==> src/rtl/biriscv_fuzz_pkg.sv <==
// Shared types and helpers for the biRISCV data-memory bridge: sequencer
// states, request classification and the byte-merge used by partial stores.
package biriscv_fuzz_pkg;

    // Width of the extra-latency counter; LATENCY must fit in it (0..15).
    localparam int CNT_W = 4;

    typedef enum logic [2:0] {
        IDLE,
        RD_ISSUE,
        RD_CAPTURE,
        WR_ISSUE,
        DELAY,
        ACK
    } state_e;

    typedef enum logic [2:0] {
        LOAD,
        STORE_FULL,
        STORE_PART,
        CMD,
        ERR
    } req_kind_e;

    // Byte i of the result comes from new_word when be[i] is set, else from old_word.
    function automatic logic [31:0] merge_bytes(input logic [31:0] old_word,
                                                input logic [31:0] new_word,
                                                input logic [3:0]  be);
        logic [31:0] merged;
        merged = old_word;
        for (int i = 0; i < 4; i++) begin
            if (be[i]) begin
                merged[8*i +: 8] = new_word[8*i +: 8];
            end
        end
        return merged;
    endfunction

    // Sort an accepted request into the path it takes through the sequencer.
    // Loads and stores must be word aligned, and a load may not carry byte-enables.
    function automatic req_kind_e classify(input logic       rd,
                                           input logic [3:0] wr,
                                           input logic [1:0] addr_lo);
        logic is_mem;
        is_mem = rd || (wr != 4'h0);
        if ((rd && (wr != 4'h0)) || (is_mem && (addr_lo != 2'b00))) begin
            return ERR;
        end
        if (rd) begin
            return LOAD;
        end
        if (wr == 4'hF) begin
            return STORE_FULL;
        end
        if (wr != 4'h0) begin
            return STORE_PART;
        end
        return CMD;
    endfunction

endpackage

==> src/rtl/biriscv_dmem_bridge_if.sv <==
// Signal bundle between the core's tagged data port, the bridge and the flat
// word-wide memory model. The bridge uses the slave view; the environment
// (core plus memory model) uses the master view.
interface biriscv_dmem_bridge_if #(
    parameter int TAG_W = 11
);
    // Core-side request
    logic [31:0]      mem_addr_i;
    logic [31:0]      mem_data_wr_i;
    logic             mem_rd_i;
    logic [3:0]       mem_wr_i;
    logic             mem_cacheable_i;
    logic [TAG_W-1:0] mem_req_tag_i;
    logic             mem_invalidate_i;
    logic             mem_writeback_i;
    logic             mem_flush_i;

    // Core-side response
    logic             mem_accept_o;
    logic             mem_ack_o;
    logic             mem_error_o;
    logic [31:0]      mem_data_rd_o;
    logic [TAG_W-1:0] mem_resp_tag_o;

    // Model-side request/response
    logic [31:0]      m_req_addr_o;
    logic [31:0]      m_req_data_o;
    logic             m_req_valid_o;
    logic [3:0]       m_req_write_en_o;
    logic             m_resp_valid_i;
    logic [31:0]      m_resp_data_i;

    modport slave (
        input  mem_addr_i, mem_data_wr_i, mem_rd_i, mem_wr_i, mem_cacheable_i,
               mem_req_tag_i, mem_invalidate_i, mem_writeback_i, mem_flush_i,
               m_resp_valid_i, m_resp_data_i,
        output mem_accept_o, mem_ack_o, mem_error_o, mem_data_rd_o, mem_resp_tag_o,
               m_req_addr_o, m_req_data_o, m_req_valid_o, m_req_write_en_o
    );

    modport master (
        output mem_addr_i, mem_data_wr_i, mem_rd_i, mem_wr_i, mem_cacheable_i,
               mem_req_tag_i, mem_invalidate_i, mem_writeback_i, mem_flush_i,
               m_resp_valid_i, m_resp_data_i,
        input  mem_accept_o, mem_ack_o, mem_error_o, mem_data_rd_o, mem_resp_tag_o,
               m_req_addr_o, m_req_data_o, m_req_valid_o, m_req_write_en_o
    );

endinterface

==> src/rtl/biriscv_dmem_bridge.sv <==
// Single-outstanding sequencer between the biRISCV data port and the fuzzing
// memory model. Partial stores become read-modify-write so the model only
// sees whole-word writes; illegal requests and maintenance commands complete
// without touching the model. Every ack is delayed by LATENCY extra cycles.
module biriscv_dmem_bridge
    import biriscv_fuzz_pkg::*;
#(
    parameter int LATENCY = 2,
    parameter int TAG_W   = 11
) (
    input  logic                  clk_i,
    input  logic                  rst_i,
    biriscv_dmem_bridge_if.slave  bus
);

    // Counter value on the last DELAY cycle; DELAY is bypassed when LATENCY is 0.
    localparam logic [CNT_W-1:0] LAST_CNT     = CNT_W'((LATENCY > 0) ? LATENCY - 1 : 0);
    localparam state_e           AFTER_ACCESS = (LATENCY == 0) ? ACK : DELAY;

    state_e           state_q, state_d;
    req_kind_e        kind_q, kind_d;
    logic [CNT_W-1:0] cnt_q, cnt_d;
    logic [31:0]      addr_q, addr_d;
    logic [31:0]      data_q, data_d;
    logic [3:0]       be_q, be_d;
    logic [TAG_W-1:0] tag_q, tag_d;
    logic [31:0]      rdata_q, rdata_d;   // word captured from the model
    logic [31:0]      maddr_q, maddr_d;   // last address driven to the model

    logic req_present;
    logic in_issue;

    // Cacheability hint and model response-valid carry no behaviour here.
    logic unused_inputs;
    assign unused_inputs = bus.mem_cacheable_i ^ bus.m_resp_valid_i;

    assign req_present = bus.mem_rd_i || (bus.mem_wr_i != 4'h0) || bus.mem_invalidate_i
                      || bus.mem_writeback_i || bus.mem_flush_i;
    assign in_issue    = (state_q == RD_ISSUE) || (state_q == WR_ISSUE);

    // Next-state and request-latch logic.
    always_comb begin
        // NOTE: every variable gets its hold value first so no branch can leave it unassigned and infer a latch.
        state_d = state_q;
        kind_d  = kind_q;
        cnt_d   = cnt_q;
        addr_d  = addr_q;
        data_d  = data_q;
        be_d    = be_q;
        tag_d   = tag_q;
        rdata_d = rdata_q;
        maddr_d = in_issue ? addr_q : maddr_q;

        unique case (state_q)
            IDLE: begin
                if (req_present) begin
                    kind_d = classify(bus.mem_rd_i, bus.mem_wr_i, bus.mem_addr_i[1:0]);
                    addr_d = bus.mem_addr_i;
                    data_d = bus.mem_data_wr_i;
                    be_d   = bus.mem_wr_i;
                    tag_d  = bus.mem_req_tag_i;
                    cnt_d  = '0;
                    unique case (kind_d)
                        LOAD, STORE_PART: state_d = RD_ISSUE;
                        STORE_FULL:       state_d = WR_ISSUE;
                        default:          state_d = AFTER_ACCESS;
                    endcase
                end
            end
            RD_ISSUE: begin
                state_d = RD_CAPTURE;
            end
            RD_CAPTURE: begin
                rdata_d = bus.m_resp_data_i;
                state_d = (kind_q == STORE_PART) ? WR_ISSUE : AFTER_ACCESS;
            end
            WR_ISSUE: begin
                state_d = AFTER_ACCESS;
            end
            DELAY: begin
                if (cnt_q == LAST_CNT) begin
                    state_d = ACK;
                end else begin
                    cnt_d = cnt_q + CNT_W'(1);
                end
            end
            ACK: begin
                state_d = IDLE;
            end
            default: begin
                state_d = IDLE;
            end
        endcase
    end

    // State and request registers; reset abandons any request in flight.
    always_ff @(posedge clk_i or posedge rst_i) begin
        // NOTE: sequential state uses non-blocking assignment so every register samples pre-edge values.
        if (rst_i) begin
            state_q <= IDLE;
            kind_q  <= CMD;
            cnt_q   <= '0;
            addr_q  <= '0;
            data_q  <= '0;
            be_q    <= '0;
            tag_q   <= '0;
            rdata_q <= '0;
            maddr_q <= '0;
        end else begin
            state_q <= state_d;
            kind_q  <= kind_d;
            cnt_q   <= cnt_d;
            addr_q  <= addr_d;
            data_q  <= data_d;
            be_q    <= be_d;
            tag_q   <= tag_d;
            rdata_q <= rdata_d;
            maddr_q <= maddr_d;
        end
    end

    // Output decode from the registered state; writes exist only in WR_ISSUE.
    always_comb begin
        bus.mem_accept_o     = (state_q == IDLE) && !rst_i;
        bus.mem_ack_o        = (state_q == ACK);
        bus.mem_error_o      = (state_q == ACK) && (kind_q == ERR);
        bus.mem_data_rd_o    = ((state_q == ACK) && (kind_q == LOAD)) ? rdata_q : 32'h0;
        bus.mem_resp_tag_o   = (state_q == ACK) ? tag_q : '0;
        bus.m_req_valid_o    = in_issue || (state_q == RD_CAPTURE);
        bus.m_req_addr_o     = in_issue ? addr_q : maddr_q;
        bus.m_req_write_en_o = (state_q == WR_ISSUE) ? 4'hF : 4'h0;
        bus.m_req_data_o     = (state_q == WR_ISSUE) ? merge_bytes(rdata_q, data_q, be_q) : 32'h0;
    end

endmodule

==> src/flat_wrapper.sv <==
// flat-port wrapper written by rule: the top's interface ports become plain ports
module biriscv_dmem_bridge_flat import biriscv_fuzz_pkg::*;
#(
    parameter int LATENCY = 2,
    parameter int TAG_W   = 11
)
  (clk_i, rst_i, bus_mem_addr_i, bus_mem_data_wr_i, bus_mem_rd_i, bus_mem_wr_i, bus_mem_cacheable_i, bus_mem_req_tag_i, bus_mem_invalidate_i, bus_mem_writeback_i, bus_mem_flush_i, bus_m_resp_valid_i, bus_m_resp_data_i, bus_mem_accept_o, bus_mem_ack_o, bus_mem_error_o, bus_mem_data_rd_o, bus_mem_resp_tag_o, bus_m_req_addr_o, bus_m_req_data_o, bus_m_req_valid_o, bus_m_req_write_en_o);
  biriscv_dmem_bridge_if #(.TAG_W(TAG_W)) bus_i ();
  input  logic clk_i;
  input  logic rst_i;
  input wire logic [$bits(bus_i.mem_addr_i)-1:0] bus_mem_addr_i;
  input wire logic [$bits(bus_i.mem_data_wr_i)-1:0] bus_mem_data_wr_i;
  input wire logic [$bits(bus_i.mem_rd_i)-1:0] bus_mem_rd_i;
  input wire logic [$bits(bus_i.mem_wr_i)-1:0] bus_mem_wr_i;
  input wire logic [$bits(bus_i.mem_cacheable_i)-1:0] bus_mem_cacheable_i;
  input wire logic [$bits(bus_i.mem_req_tag_i)-1:0] bus_mem_req_tag_i;
  input wire logic [$bits(bus_i.mem_invalidate_i)-1:0] bus_mem_invalidate_i;
  input wire logic [$bits(bus_i.mem_writeback_i)-1:0] bus_mem_writeback_i;
  input wire logic [$bits(bus_i.mem_flush_i)-1:0] bus_mem_flush_i;
  input wire logic [$bits(bus_i.m_resp_valid_i)-1:0] bus_m_resp_valid_i;
  input wire logic [$bits(bus_i.m_resp_data_i)-1:0] bus_m_resp_data_i;
  output wire logic [$bits(bus_i.mem_accept_o)-1:0] bus_mem_accept_o;
  output wire logic [$bits(bus_i.mem_ack_o)-1:0] bus_mem_ack_o;
  output wire logic [$bits(bus_i.mem_error_o)-1:0] bus_mem_error_o;
  output wire logic [$bits(bus_i.mem_data_rd_o)-1:0] bus_mem_data_rd_o;
  output wire logic [$bits(bus_i.mem_resp_tag_o)-1:0] bus_mem_resp_tag_o;
  output wire logic [$bits(bus_i.m_req_addr_o)-1:0] bus_m_req_addr_o;
  output wire logic [$bits(bus_i.m_req_data_o)-1:0] bus_m_req_data_o;
  output wire logic [$bits(bus_i.m_req_valid_o)-1:0] bus_m_req_valid_o;
  output wire logic [$bits(bus_i.m_req_write_en_o)-1:0] bus_m_req_write_en_o;
  assign bus_i.mem_addr_i = bus_mem_addr_i;
  assign bus_i.mem_data_wr_i = bus_mem_data_wr_i;
  assign bus_i.mem_rd_i = bus_mem_rd_i;
  assign bus_i.mem_wr_i = bus_mem_wr_i;
  assign bus_i.mem_cacheable_i = bus_mem_cacheable_i;
  assign bus_i.mem_req_tag_i = bus_mem_req_tag_i;
  assign bus_i.mem_invalidate_i = bus_mem_invalidate_i;
  assign bus_i.mem_writeback_i = bus_mem_writeback_i;
  assign bus_i.mem_flush_i = bus_mem_flush_i;
  assign bus_i.m_resp_valid_i = bus_m_resp_valid_i;
  assign bus_i.m_resp_data_i = bus_m_resp_data_i;
  assign bus_mem_accept_o = bus_i.mem_accept_o;
  assign bus_mem_ack_o = bus_i.mem_ack_o;
  assign bus_mem_error_o = bus_i.mem_error_o;
  assign bus_mem_data_rd_o = bus_i.mem_data_rd_o;
  assign bus_mem_resp_tag_o = bus_i.mem_resp_tag_o;
  assign bus_m_req_addr_o = bus_i.m_req_addr_o;
  assign bus_m_req_data_o = bus_i.m_req_data_o;
  assign bus_m_req_valid_o = bus_i.m_req_valid_o;
  assign bus_m_req_write_en_o = bus_i.m_req_write_en_o;
  biriscv_dmem_bridge #(.LATENCY(LATENCY), .TAG_W(TAG_W)) u_core (.clk_i(clk_i), .rst_i(rst_i), .bus(bus_i));
endmodule
==> config.mk <==
export PLATFORM = sky130hd
export DESIGN_NAME = biriscv_dmem_bridge_flat
export DESIGN_NICKNAME = d
export VERILOG_FILES = /design/src/rtl/biriscv_fuzz_pkg.sv /design/src/rtl/biriscv_dmem_bridge_if.sv /design/src/rtl/biriscv_dmem_bridge.sv /design/src/flat_wrapper.sv
export SDC_FILE = /design/constraint.sdc
export NUM_CORES = 1
export LEC_CHECK = 0
export ABC_AREA = 1
export CAP_MARGIN = 30
export CORE_MARGIN = 8
export CORE_UTILIZATION = 49
export DETAILED_ROUTE_END_ITERATION = 8
export PLACE_DENSITY = 0.85
export SETUP_SLACK_MARGIN = 0.2
export SYNTH_ARGS = -nofsm -noshare
export SYNTH_HDL_FRONTEND = slang
export SYNTH_SLANG_ARGS = --single-unit
==> constraint.sdc <==
create_clock -name clk_i -period 12.6 [get_ports clk_i]
set_clock_uncertainty 0.2 [all_clocks]
set_input_delay 1.89 -clock clk_i [delete_from_list [all_inputs] [get_ports clk_i]]
set_output_delay 1.89 -clock clk_i [all_outputs]
set_load 0.01 [all_outputs]
==> results <==
- The top cell type's share of synthesized area is 0.549.
- Clock-pin slew was measured on the worst setup and hold paths at 0.06 ns.
- The number of gates resized after CTS is 0.
- The die is 135 µm tall.
- Traced cell by cell, the critical path runs through clkdlybuf4s50_1, nor2_1, clkdlybuf4s50_1.
- In the routed design, unresolved DRC markers number 0.
- For this run, the detailed router's first-pass iteration total came to 5.
- The via count of the first global-routing pass is 6018.
- After synthesis the netlist holds a flip-flop and latch count of 153.
- The max-slew headroom at the worst pin is 0.495.
- The largest family of logic cells by synthesized area is simple AND/OR/NAND/NOR gates.
- The total leakage power is 4.90 nW.
- The utilization after layout is 0.718.
- The cell count after synthesis came out at 864.
- Power comes to roughly 2.3 mW.
- The unique cell type count in the Yosys netlist is 26.
- The startpoint class of the critical path is an input port.
- Of the total synthesized cell area, the portion taken by XOR and XNOR cells is 0.00127.
- The starting density of the core is 0.498.
- The overall via count from detail_route is 6128.
- In this run the horizontal extent of the chip is around 130 µm.
- The share of the clock period used by the worst path after layout is 0.408.
- The path type of the worst min-delay path is reg2reg.
- The die covers around 0.018 mm².
- The final antenna diode count is 0.
- The flow ran to the end, and the final reports show no timing, DRC or antenna violations.
- The global-route usage over all layers is 0.211.
- Global routing finished with a remaining overflow of 0.
- Setup violations remaining at the end of the flow were counted as 0.
- In this run the worst setup path begins at rst_i.
- Of the total synthesized cell area, the portion taken by full adders, half adders and majority gates is 0.00364.
- Counting every sink on the clock net gives around 150.
- Of the total synthesized cell area, the portion taken by AND, OR, NAND and NOR gates is 0.225.
- The Yosys warning count is 0.
- For the pin with the worst max-slew slack, the measured transition is around 0.76 ns.
- The largest net degree at the start of global routing is 78.
- The post-cts hold buffer count is 0.
- The count of input and output buffers is about 230.
- The first global-routing pass estimated a little over 30 mm of wire.
- The half-perimeter wire length after placement is 13.8 mm.
- At the worst endpoint, the required time is approximately 11 ns.
- Yosys attributes the largest share of cell area to sky130_fd_sc_hd__dfrtp_1, sky130_fd_sc_hd__nand2_1, sky130_fd_sc_hd__o21ai_0.
- For the worst setup path, the data arrival time is slightly above 3 ns.
- The cell accounting for the most synthesized area is sky130_fd_sc_hd__dfrtp_1.
- The area of the mapped netlist is 0.00688 mm².
- The number of buffers and inverters on the critical path is 2.
- The count of placed standard cells including taps is 1234.
- TritonCTS built the clock tree.
- The most common cell type on the critical path is sky130_fd_sc_hd__clkdlybuf4s50_1.
- The final wirelength is ~19 mm.
- The largest individual stage delay along the critical path comes from the cell sky130_fd_sc_hd__clkdlybuf4s50_1.
- Dividing the detail-routed via count by the number of cells gives between 4 and 5.
- Counting the buffers created by CTS gives 17.
- The element type at the critical path end is an output pin.
- The area of the core is between 0.01 and 0.015 mm².
- The post-synthesis compound-gate area fraction came to 0.108.
- Leaving out filler cells and counting taps, the final layout contains 1267.
- On the worst path, the slowest cell contributes a delay of 0.54 ns.
- Of the cells placed in the final design, the portion with a size suffix greater than 1 is 0.0506.
- Power spread over the standard cell area amounts to between 200 and 250 mW/mm².
- The deepest clock path buffer count is 2.
- The worst-case IR drop observed on VDD is around 0.00015 V.
- Once detail routing completed, the nets flagged for antenna violations numbered 0.
- The H-tree was split into 4 levels.
- The max-slew violation count was 0.
- The portion of synthesized area spent on multiplexers is 0.
- In this run the most critical hold path is launched from u_core.data_q[5].
- Adding up every negative setup slack in the final design gives 0 ns.
- The post-synthesis average cell area is between 7 and 8 µm².
- Setup repair after global routing left no endpoint under its margin.
- The total setup buffers inserted after CTS is 0.
- The final worst hold slack is between 0.2 and 0.3 ns.
- The number of violations of the max-capacitance limit is 0.
- Synthesis produced a netlist with a net count of about 1000.
- The clock network latency to the later pin of the worst-skew pair is 0.42 ns.
- Compared with the post-synthesis result, the final layout area differs by 44.2%.
- The CTS root buffer is sky130_fd_sc_hd__clkbuf_16.
- The smallest clock period supported by the final layout is computed as a little over 5 ns.
- The top-level I/O count is 234.
- The weighted congestion reported at the end of routability-driven placement is between 0.8 and 0.9.
- For this run, the top clock speed supported by timing is 194 MHz.
- The start-to-end type of the worst setup path is in2out.
- At the end of the flow, the number of nets in the layout was roughly 1200.
- In this run the core area contains 43 standard-cell rows.
- The iteration-0 DRC count of the detailed router is around 400.
- Grouping stages by cell kind, the critical path spends the most delay in buffers and inverters.
- The share of synthesized area occupied by flip-flops and latches is 0.557.
- The hold violation total from the final report is 0.
- The average routed wire per standard cell is about 15 µm.
- The largest fanout of any net on the critical path is 2.
- Setup slack on the worst reg-to-reg path comes out at between 9 and 10 ns.
- The startpoint identified for the worst register-to-register timing path is u_core.state_q[1].
- The initial antenna violation count is 0.
worst paths after layout:
| check | to | cells past startpoint |
|---|---|---|
| setup / recovery | bus_mem_accept_o | 3 |
| hold / removal | u_core.data_q[5] | 2 |
| max in group asynchronous | u_core.data_q[26] | 4 |
| setup reg to reg | u_core.addr_q[25] | 8 |
| min in group asynchronous | u_core.tag_q[0] | 2 |
| hold reg to reg | u_core.data_q[5] | 2 |
synthesized netlist by cell type:
cell	n
sky130_fd_sc_hd__o21ai_2	3
sky130_fd_sc_hd__inv_1	123
sky130_fd_sc_hd__nand3_1	6
sky130_fd_sc_hd__nand4_1	3
sky130_fd_sc_hd__and2_1	1
sky130_fd_sc_hd__nor3_2	1
sky130_fd_sc_hd__buf_2	22
sky130_fd_sc_hd__nand2_2	1
sky130_fd_sc_hd__buf_6	5
sky130_fd_sc_hd__nor2_8	2
sky130_fd_sc_hd__inv_2	2
sky130_fd_sc_hd__nor4_1	1
sky130_fd_sc_hd__ha_1	2
sky130_fd_sc_hd__nor2_2	1
sky130_fd_sc_hd__nor2_1	94
sky130_fd_sc_hd__clkbuf_1	17
sky130_fd_sc_hd__dfrtp_1	151
sky130_fd_sc_hd__buf_4	4
sky130_fd_sc_hd__nand3_2	1
sky130_fd_sc_hd__nor3_1	1
sky130_fd_sc_hd__nor2_4	2
sky130_fd_sc_hd__nand2_1	275
sky130_fd_sc_hd__a21oi_1	35
sky130_fd_sc_hd__xnor2_1	1
sky130_fd_sc_hd__dfstp_2	2
sky130_fd_sc_hd__o21ai_0	108
flip-flops by register name, summed over array words and instances, names as in the netlist:
name            cells
u_core.cnt_q        4
u_core.kind_q       3
u_core.state_q      3
u_core.be_q         4
u_core.addr_q      32
u_core.data_q      32
u_core.maddr_q     32
u_core.tag_q       11
u_core.rdata_q     32
logic make-up (layout without fill, tap and decap cells):
logic type	count (synthesis)	count (layout)
DFF	153	153
xor gates and xnor gates	1	1
AOI/OAI and AO/OA	146	146
adders and majority gates	2	2
and+or+nand+nor	389	389
buffers and inverters	173	396
layer usage:
layer / GRT usage / wire length (µm) / vias to the layer above
met5: 0 / 0 / -
li1: - / - / 3037
met3: 0.0750 / 2020 / 15
met2: 0.342 / 8950 / 236
met4: 0.0655 / 222 / 0
met1: 0.258 / 7970 / 2840
worst register-to-register path, stage by stage (launching register included):
cell and delay (ns):
sky130_fd_sc_hd__dfrtp_1 0.43, sky130_fd_sc_hd__nor2_4 0.12, sky130_fd_sc_hd__inv_2 0.07, sky130_fd_sc_hd__nor2_8 0.13, sky130_fd_sc_hd__inv_2 0.11, sky130_fd_sc_hd__nor2_8 0.60
sky130_fd_sc_hd__buf_4 0.65, sky130_fd_sc_hd__nand2_1 0.16, sky130_fd_sc_hd__o21ai_0 0.12
placed cells by master, fill, tap and decap left out, drive strengths merged, types with 3 or more instances in the layout:
cell / instances
nand2: 276
clkdlybuf4s50: 231
dfrtp: 151
inv: 127
o21ai: 111
nor2: 99
a21oi: 35
clkbuf: 20
buf: 8
nand3: 7
clkinv: 6
nand4: 3
bufinv: 3
final cells by class:
type	count	area (µm²)
Multi-Input combinational cell	538	2330
Timing Repair Buffer	239	2440
Inverter	125	474
Fill cell	1069	3900
Clock inverter	12	166
Sequential cell	153	3830
Clock buffer	20	457
Tap cell	180	225
power breakdown:
part           internal [mW]  switching [mW]  leakage [nW]  total [mW]
logic                  0.381           0.535          2.73       0.917
clock network          0.325           0.200         0.303       0.526
registers              0.724           0.109          1.87       0.833
total                   1.43           0.844          4.90        2.28
metrics by stage:
stage                     worst slack (ns)  area [µm²]
after global placement                7.46        9200
after global routing                  7.40        9930
final                                 7.45        9930
after detailed placement              7.47        9280
after CTS                             7.45        9900
after floorplan                       6.39        6880
Power figures use the tool's default switching activity.
